## src/rtl/prog_loader_pkg.sv

```systemverilog
// prog_loader_pkg
// Shared definitions for stream-fed memory loaders.
// Contents:
//   loader_state_t  - loader state encoding (IDLE, COUNT, DATA, RUN)
//   bytes_per_word  - number of stream bytes needed to carry one memory word
package prog_loader_pkg;

  typedef enum logic [1:0] {
    ST_IDLE  = 2'd0,
    ST_COUNT = 2'd1,
    ST_DATA  = 2'd2,
    ST_RUN   = 2'd3
  } loader_state_t;

  // ceil(width_bits / 8): whole bytes needed to hold one word
  function automatic int bytes_per_word(input int width_bits);
    return (width_bits + 32'sd7) / 32'sd8;
  endfunction

endpackage

```

## src/rtl/prog_loader_instr_mem.sv

```systemverilog
// prog_loader_instr_mem
// Instruction memory: one synchronous write port, one asynchronous read port.
// Contents are not reset.
// Ports:
//   clk    in   system clock
//   we     in   write enable
//   waddr  in   write address
//   wdata  in   write data
//   raddr  in   read address (fetch)
//   rdata  out  mem[raddr], combinational
module prog_loader_instr_mem #(
  parameter int INS_WIDTH     = 12,
  parameter int INSADDR_WIDTH = 8
) (
  input  logic                     clk,
  input  logic                     we,
  input  logic [INSADDR_WIDTH-1:0] waddr,
  input  logic [INS_WIDTH-1:0]     wdata,
  input  logic [INSADDR_WIDTH-1:0] raddr,
  output logic [INS_WIDTH-1:0]     rdata
);

  localparam int DEPTH = 1 << INSADDR_WIDTH;

  logic [INS_WIDTH-1:0] mem_r [DEPTH];

  // Single write port
  always_ff @(posedge clk) begin
    if (we) begin
      mem_r[waddr] <= wdata;
    end
  end

  // The core decodes in its fetch cycle, so the read has zero latency
  assign rdata = mem_r[raddr];

endmodule

```

## src/rtl/prog_loader.sv

```systemverilog
// prog_loader
// Fills the instruction memory from a byte stream and holds the core in reset
// while doing so. Stream format: one count byte (0 means full depth, values
// above depth are clamped), then big-endian words of BYTES_PER_INS bytes.
// Ports:
//   clk           in   system clock
//   rst           in   synchronous active-high reset
//   load_start    in   one-cycle request to begin a load (honoured in IDLE/RUN)
//   s_data        in   stream byte
//   s_valid       in   s_data valid
//   s_ready       out  loader accepts a byte on s_valid & s_ready
//   instr_addr    in   fetch address from the core PC
//   instr         out  instruction at instr_addr, same cycle
//   cpu_rst       out  active-high reset to the core
//   busy          out  load in progress
//   load_done     out  one-cycle pulse on the first RUN cycle
//   loaded_count  out  words written by the last completed load
module prog_loader
  import prog_loader_pkg::*;
#(
  parameter int INS_WIDTH     = 12,
  parameter int INSADDR_WIDTH = 8
) (
  input  logic                     clk,
  input  logic                     rst,
  input  logic                     load_start,
  input  logic [7:0]               s_data,
  input  logic                     s_valid,
  output logic                     s_ready,
  input  logic [INSADDR_WIDTH-1:0] instr_addr,
  output logic [INS_WIDTH-1:0]     instr,
  output logic                     cpu_rst,
  output logic                     busy,
  output logic                     load_done,
  output logic [INSADDR_WIDTH:0]   loaded_count
);

  localparam int BYTES_PER_INS = bytes_per_word(INS_WIDTH);
  localparam int BCNT_W        = $clog2(BYTES_PER_INS + 1);
  localparam int ASM_W         = 8 * BYTES_PER_INS;
  localparam int CNT_W         = INSADDR_WIDTH + 1;
  // Count arithmetic is done in 9 bits so a full byte can be compared to depth
  localparam logic [8:0] DEPTH_9 = 9'(1 << INSADDR_WIDTH);

  loader_state_t state_r, state_nxt_s;

  logic                 cpu_rst_r, s_ready_r, busy_r, load_done_r;
  logic                 cpu_rst_nxt_s, s_ready_nxt_s, busy_nxt_s, load_done_nxt_s;
  logic [CNT_W-1:0]     target_r, wptr_r, loaded_count_r;
  logic [BCNT_W-1:0]    byte_cnt_r;
  logic [ASM_W-1:0]     asm_r;

  logic                 fire_s, last_byte_s, word_done_s, final_word_s;
  logic [ASM_W-1:0]     asm_nxt_s;
  logic [CNT_W-1:0]     wptr_inc_s, target_nxt_s;
  logic [8:0]           cnt_ext_s, tgt_s;
  logic                 unused_s;

  assign fire_s       = s_valid & s_ready_r;
  assign last_byte_s  = (byte_cnt_r == BCNT_W'(BYTES_PER_INS - 1));
  assign asm_nxt_s    = {asm_r[ASM_W-9:0], s_data};
  assign wptr_inc_s   = wptr_r + CNT_W'(1'b1);
  assign word_done_s  = (state_r == ST_DATA) & fire_s & last_byte_s;
  assign final_word_s = word_done_s & (wptr_inc_s == target_r);

  // Bits shifted out of the assembler and clamp headroom are intentionally dropped
  assign unused_s = ^{asm_r, asm_nxt_s, tgt_s};

  // Count byte to word target: zero means full depth, oversize clamps to depth
  always_comb begin
    cnt_ext_s = {1'b0, s_data};
    if ((cnt_ext_s == 9'd0) || (cnt_ext_s > DEPTH_9)) begin
      tgt_s = DEPTH_9;
    end else begin
      tgt_s = cnt_ext_s;
    end
    target_nxt_s = tgt_s[CNT_W-1:0];
  end

  // Next state and next registered outputs
  always_comb begin
    state_nxt_s = state_r;
    case (state_r)
      ST_IDLE: begin
        if (load_start) begin
          state_nxt_s = ST_COUNT;
        end else begin
          state_nxt_s = ST_IDLE;
        end
      end
      ST_COUNT: begin
        if (fire_s) begin
          state_nxt_s = ST_DATA;
        end else begin
          state_nxt_s = ST_COUNT;
        end
      end
      ST_DATA: begin
        // load_start is deliberately ignored while a load is in flight
        if (final_word_s) begin
          state_nxt_s = ST_RUN;
        end else begin
          state_nxt_s = ST_DATA;
        end
      end
      ST_RUN: begin
        if (load_start) begin
          state_nxt_s = ST_COUNT;
        end else begin
          state_nxt_s = ST_RUN;
        end
      end
      default: state_nxt_s = ST_IDLE;
    endcase

    cpu_rst_nxt_s = 1'b1;
    s_ready_nxt_s = 1'b0;
    busy_nxt_s    = 1'b0;
    case (state_nxt_s)
      ST_COUNT, ST_DATA: begin
        s_ready_nxt_s = 1'b1;
        busy_nxt_s    = 1'b1;
      end
      ST_RUN: begin
        cpu_rst_nxt_s = 1'b0;
      end
      default: begin
        cpu_rst_nxt_s = 1'b1;
      end
    endcase

    load_done_nxt_s = (state_nxt_s == ST_RUN) && (state_r != ST_RUN);
  end

  // State register and registered control outputs
  always_ff @(posedge clk) begin
    if (rst) begin
      state_r     <= ST_IDLE;
      cpu_rst_r   <= 1'b1;
      s_ready_r   <= 1'b0;
      busy_r      <= 1'b0;
      load_done_r <= 1'b0;
    end else begin
      state_r     <= state_nxt_s;
      cpu_rst_r   <= cpu_rst_nxt_s;
      s_ready_r   <= s_ready_nxt_s;
      busy_r      <= busy_nxt_s;
      load_done_r <= load_done_nxt_s;
    end
  end

  // Target capture, byte assembly, write pointer and completed-load count
  always_ff @(posedge clk) begin
    if (rst) begin
      target_r       <= {CNT_W{1'b0}};
      wptr_r         <= {CNT_W{1'b0}};
      byte_cnt_r     <= {BCNT_W{1'b0}};
      asm_r          <= {ASM_W{1'b0}};
      loaded_count_r <= {CNT_W{1'b0}};
    end else begin
      case (state_r)
        ST_COUNT: begin
          if (fire_s) begin
            target_r   <= target_nxt_s;
            wptr_r     <= {CNT_W{1'b0}};
            byte_cnt_r <= {BCNT_W{1'b0}};
          end
        end
        ST_DATA: begin
          if (fire_s) begin
            asm_r <= asm_nxt_s;
            if (last_byte_s) begin
              // Pointer stops at target (<= depth), so it never wraps in a load
              wptr_r     <= wptr_inc_s;
              byte_cnt_r <= {BCNT_W{1'b0}};
            end else begin
              byte_cnt_r <= byte_cnt_r + BCNT_W'(1'b1);
            end
            if (final_word_s) begin
              loaded_count_r <= target_r;
            end
          end
        end
        default: begin
          wptr_r <= wptr_r;
        end
      endcase
    end
  end

  prog_loader_instr_mem #(
    .INS_WIDTH     (INS_WIDTH),
    .INSADDR_WIDTH (INSADDR_WIDTH)
  ) u_instr_mem (
    .clk   (clk),
    .we    (word_done_s),
    .waddr (wptr_r[INSADDR_WIDTH-1:0]),
    .wdata (asm_nxt_s[INS_WIDTH-1:0]),
    .raddr (instr_addr),
    .rdata (instr)
  );

  assign s_ready      = s_ready_r;
  assign cpu_rst      = cpu_rst_r;
  assign busy         = busy_r;
  assign load_done    = load_done_r;
  assign loaded_count = loaded_count_r;

endmodule

```

## config.mk

```make
export PLATFORM = sky130hd
export DESIGN_NAME = prog_loader
export DESIGN_NICKNAME = d
export VERILOG_FILES = /design/src/rtl/prog_loader_pkg.sv /design/src/rtl/prog_loader_instr_mem.sv /design/src/rtl/prog_loader.sv
export SDC_FILE = /design/constraint.sdc
export NUM_CORES = 2
export LEC_CHECK = 0
export CORE_MARGIN = 4
export CORE_UTILIZATION = 45
export DETAILED_ROUTE_END_ITERATION = 10
export PLACE_DENSITY = 0.68
export SLEW_MARGIN = 20
export SYNTH_ARGS = -nofsm -noshare
export SYNTH_HDL_FRONTEND = slang
export SYNTH_SLANG_ARGS = --single-unit
```

## constraint.sdc

```tcl
create_clock -name clk -period 5.24 [get_ports clk]
set_input_delay 0.524 -clock clk [delete_from_list [all_inputs] [get_ports clk]]
set_output_delay 0.524 -clock clk [all_outputs]
set_load 0.02 [all_outputs]
```

==> impl_metrics.json <==
{
  "status": "finished, final reports clean",
  "drtPass1Iterations": 6,
  "clk_root_buffer_cell": "clkbuf_16",
  "crit_fanout": 40,
  "cts_resized": 0,
  "hp-class": "in -> reg",
  "end_kind": "primary output",
  "grt_pass1_vias": 61320,
  "setup_tns_ns": 0,
  "nets": 6254,
  "final_cells": 10020,
  "crit_arrival_ns": 4.36,
  "syn-num-nets": 5693,
  "ys_seq_elements": 3110,
  "boundaryPins": 45,
  "h-tree-depth": 5,
  "finalCritPeriodShare_pct": 93.26,
  "netlist_area_sq_um": 120000,
  "multi_input_area_sq_um": 24970,
  "fmax_mhz": 204.6,
  "clock_latency_ns": 0.89,
  "drt-total-wl_um": 308200,
  "grt_remaining_overflow": 0,
  "seq_area_sq_um": 93020,
  "finalInstanceArea_sq_um": 137700,
  "netlist_instances": 5668,
  "core_sq_um": 265300,
  "drive_above_1_share_pct": 26.61,
  "slowest_stage": "a221oi_1",
  "r2r_setup_slack_ns": 1.33,
  "max_slew_margin_pct": 22.17,
  "critical_path_class": "in -> out",
  "place_congestion": 0.8625,
  "antenna_found_initial": 12,
  "path_common_cell": "buf_12",
  "total_power_mw": 51.16,
  "pre_cts_slack_ns": 0.3152,
  "leakage_nw": 41.15,
  "critPathLaunchType": "primary input",
  "dieWidth_um": 524.3,
  "die-area_sq_um": 274900,
  "yosysTopAreaCell": "edfxtp_1",
  "yosysMostFrequentCell": "edfxtp_1",
  "num_rows": 189,
  "synthArstFlopShare_pct": 0,
  "final.setup.worst_slack_ns": 0.3530,
  "grtUsageTotal_pct": 22.25,
  "numCtsBuffers": 319,
  "portBuffers": 44,
  "ys_types": 68,
  "worstPathCellList": "buf_16 > buf_12 > buf_12 > buf_4 > mux4_2 > a22o_1 > a221oi_1 > o32ai_1 > nor3_1 > nor3_1 > buf_4 > buf_12",
  "dieHeight_um": 524.3,
  "ant_nets": 0,
  "hold_viol": 0,
  "initialDrtViolationCount": 8460,
  "clk_pin_slew_ns": 0.06,
  "cts_buffer_depth": 4,
  "yosysTopAreaCellShare_pct": 76.90,
  "grt_start_max_net_pins": 167,
  "ys_seq_area_share_pct": 77.53,
  "area_growth_pct": 14.75,
  "n_fill_cell": 20360,
  "clock-sinks": 3110,
  "grt_setup_unrepaired": "no",
  "power_density_nw_per_um2": 371.7,
  "yosys_warnings": 0,
  "routedWlPerCell_um": 30.77,
  "dp.cells": 9439,
  "critPathMaxStageDelay_ns": 0.74,
  "setup_violations": 0,
  "tightestPinTransition_ns": 1.167,
  "synthTopCellsByCount": "edfxtp_1 (3072), mux4_2 (654), nor2_1 (304)",
  "drc_errors": 0,
  "initial_utilization_pct": 45.21,
  "crit_required_ns": 4.72,
  "vias": 61440,
  "cts_tree": "built",
  "cts_setup_buffers": 0,
  "grt_pass1_wl_um": 444400,
  "min_period_ns": 4.887,
  "via_per_inst": 6.133,
  "ir_worst_vdd_uv": 272.7,
  "cap_violations": 0,
  "ys_top_cells_by_area": "edfxtp_1 (77%), mux4_2 (12%), mux2i_1 (1.8%)",
  "avgSynthCellArea_sq_um": 21.17,
  "ys.flop_type": "edfxtp_1",
  "cts_hold_buf": 0,
  "maxSlewViolCount": 0,
  "synth_edf_count": 3072,
  "finClkSkew_ns": 0.07388,
  "placed_area_sq_um": 127700,
  "dp_hpwl_um": 188900
}
==> path summary, 6_finish.rpt <==
| path | start | end | depth (start not counted) |
|---|---|---|---|
| worst min-delay path | s_data[6] | target_r[6] | 3 |
| worst max register to register | state_r[1] | u_instr_mem.mem_r[196][2] | 6 |
| worst max-delay path | instr_addr[0] | instr[9] | 12 |
| worst min register to register | loaded_count[2] | loaded_count[2] | 2 |
==> stage by stage <==
stage	util, %	hold slack (ns)
final	51.88	0.02946
after global routing	51.87	0.04133
after CTS	51.85	0.04102
after detailed placement	48.12	0.4729
after global placement	48.10	0.4661
after floorplan	-	0.4415
==> cell type report <==
class	instances	area share, %
clock inverters	185	1.138
well taps	3533	3.211
inverters	10	0.02727
repair buffers	585	3.843
multi-input cells	2203	18.14
clock buffers	383	6.051
flip-flops and latches	3110	67.58
diodes	8	0.01454
==> metal layers <==
metal  vias to the layer above  share of wire (%)  global-route usage, %
met4                        10                4.3                  8.671
li1                      24960                  -                      -
met1                     32630                 38                  30.74
met5                         -              0.018                      0
met3                       596                9.2                  4.470
met2                      3246                 48                  35.16
==> cell usage in the layout (no fill, tap or decap), types with 13 or more instances in the layout <==
cell             instances
buf_12                  58
nand3_2                 16
dfxtp_1                 34
bufinv_16               21
a21oi_1                176
mux2i_1                216
clkinv_1                85
o21ai_0                 38
nor2_1                 299
mux4_2                 654
a211oi_1                29
o21ai_1                 13
nand2_1                 91
clkdlybuf4s50_1         19
nand3_1                 56
edfxtp_1              3072
clkbuf_16              324
a22oi_1                206
clkbuf_1                59
mux2_2                  23
buf_4                  495
clkinv_2                53
nor3_1                  35
nor2b_1                 29
a221oi_1                35
o22ai_1                 54
nor4_1                  34
o221ai_1                59
==> sequential cells by signal, summed over array words and instances (netlist names) <==
| register | flops |
|---|---|
| asm_r | 4 |
| busy | 1 |
| byte_cnt_r | 2 |
| cpu_rst | 1 |
| load_done | 1 |
| loaded_count | 9 |
| state_r | 2 |
| target_r | 9 |
| u_instr_mem.mem_r | 3072 |
| wptr_r | 9 |
==> cells by family (layout without fill, tap and decap cells) <==
logic type | Yosys count | in the layout | synth area share, %
AOI/OAI and AO/OA | 662 | 662 | 3.730
xor gates and xnor gates | 14 | 14 | 0.1252
adders and majority gates | 5 | 5 | 0.05215
buffers and inverters | 355 | 1163 | 1.824
DFF | 3110 | 3110 | 77.53
muxes | 896 | 896 | 14.36
other | 0 | 8 | 0
and+or+nand+nor | 626 | 626 | 2.376
==> critical path, delay by kind of cell <==
kind,cells,cell delay [ns]
AO/OA/AOI/OAI,3,1.34
buffers and inverters,6,1.38
multiplexers,1,0.55
AND/OR/NAND/NOR,2,0.42
==> report_power, final <==
part           switching (mW)  leakage [nW]  total [mW]  internal [mW]
registers             0.00785          25.9        27.2           27.2
logic                    1.44          10.4        2.28          0.837
clock network            9.28          4.84        21.7           12.4
total                    10.7          41.1        51.2           40.4
No activity file was read; power rests on OpenSTA's default activity.
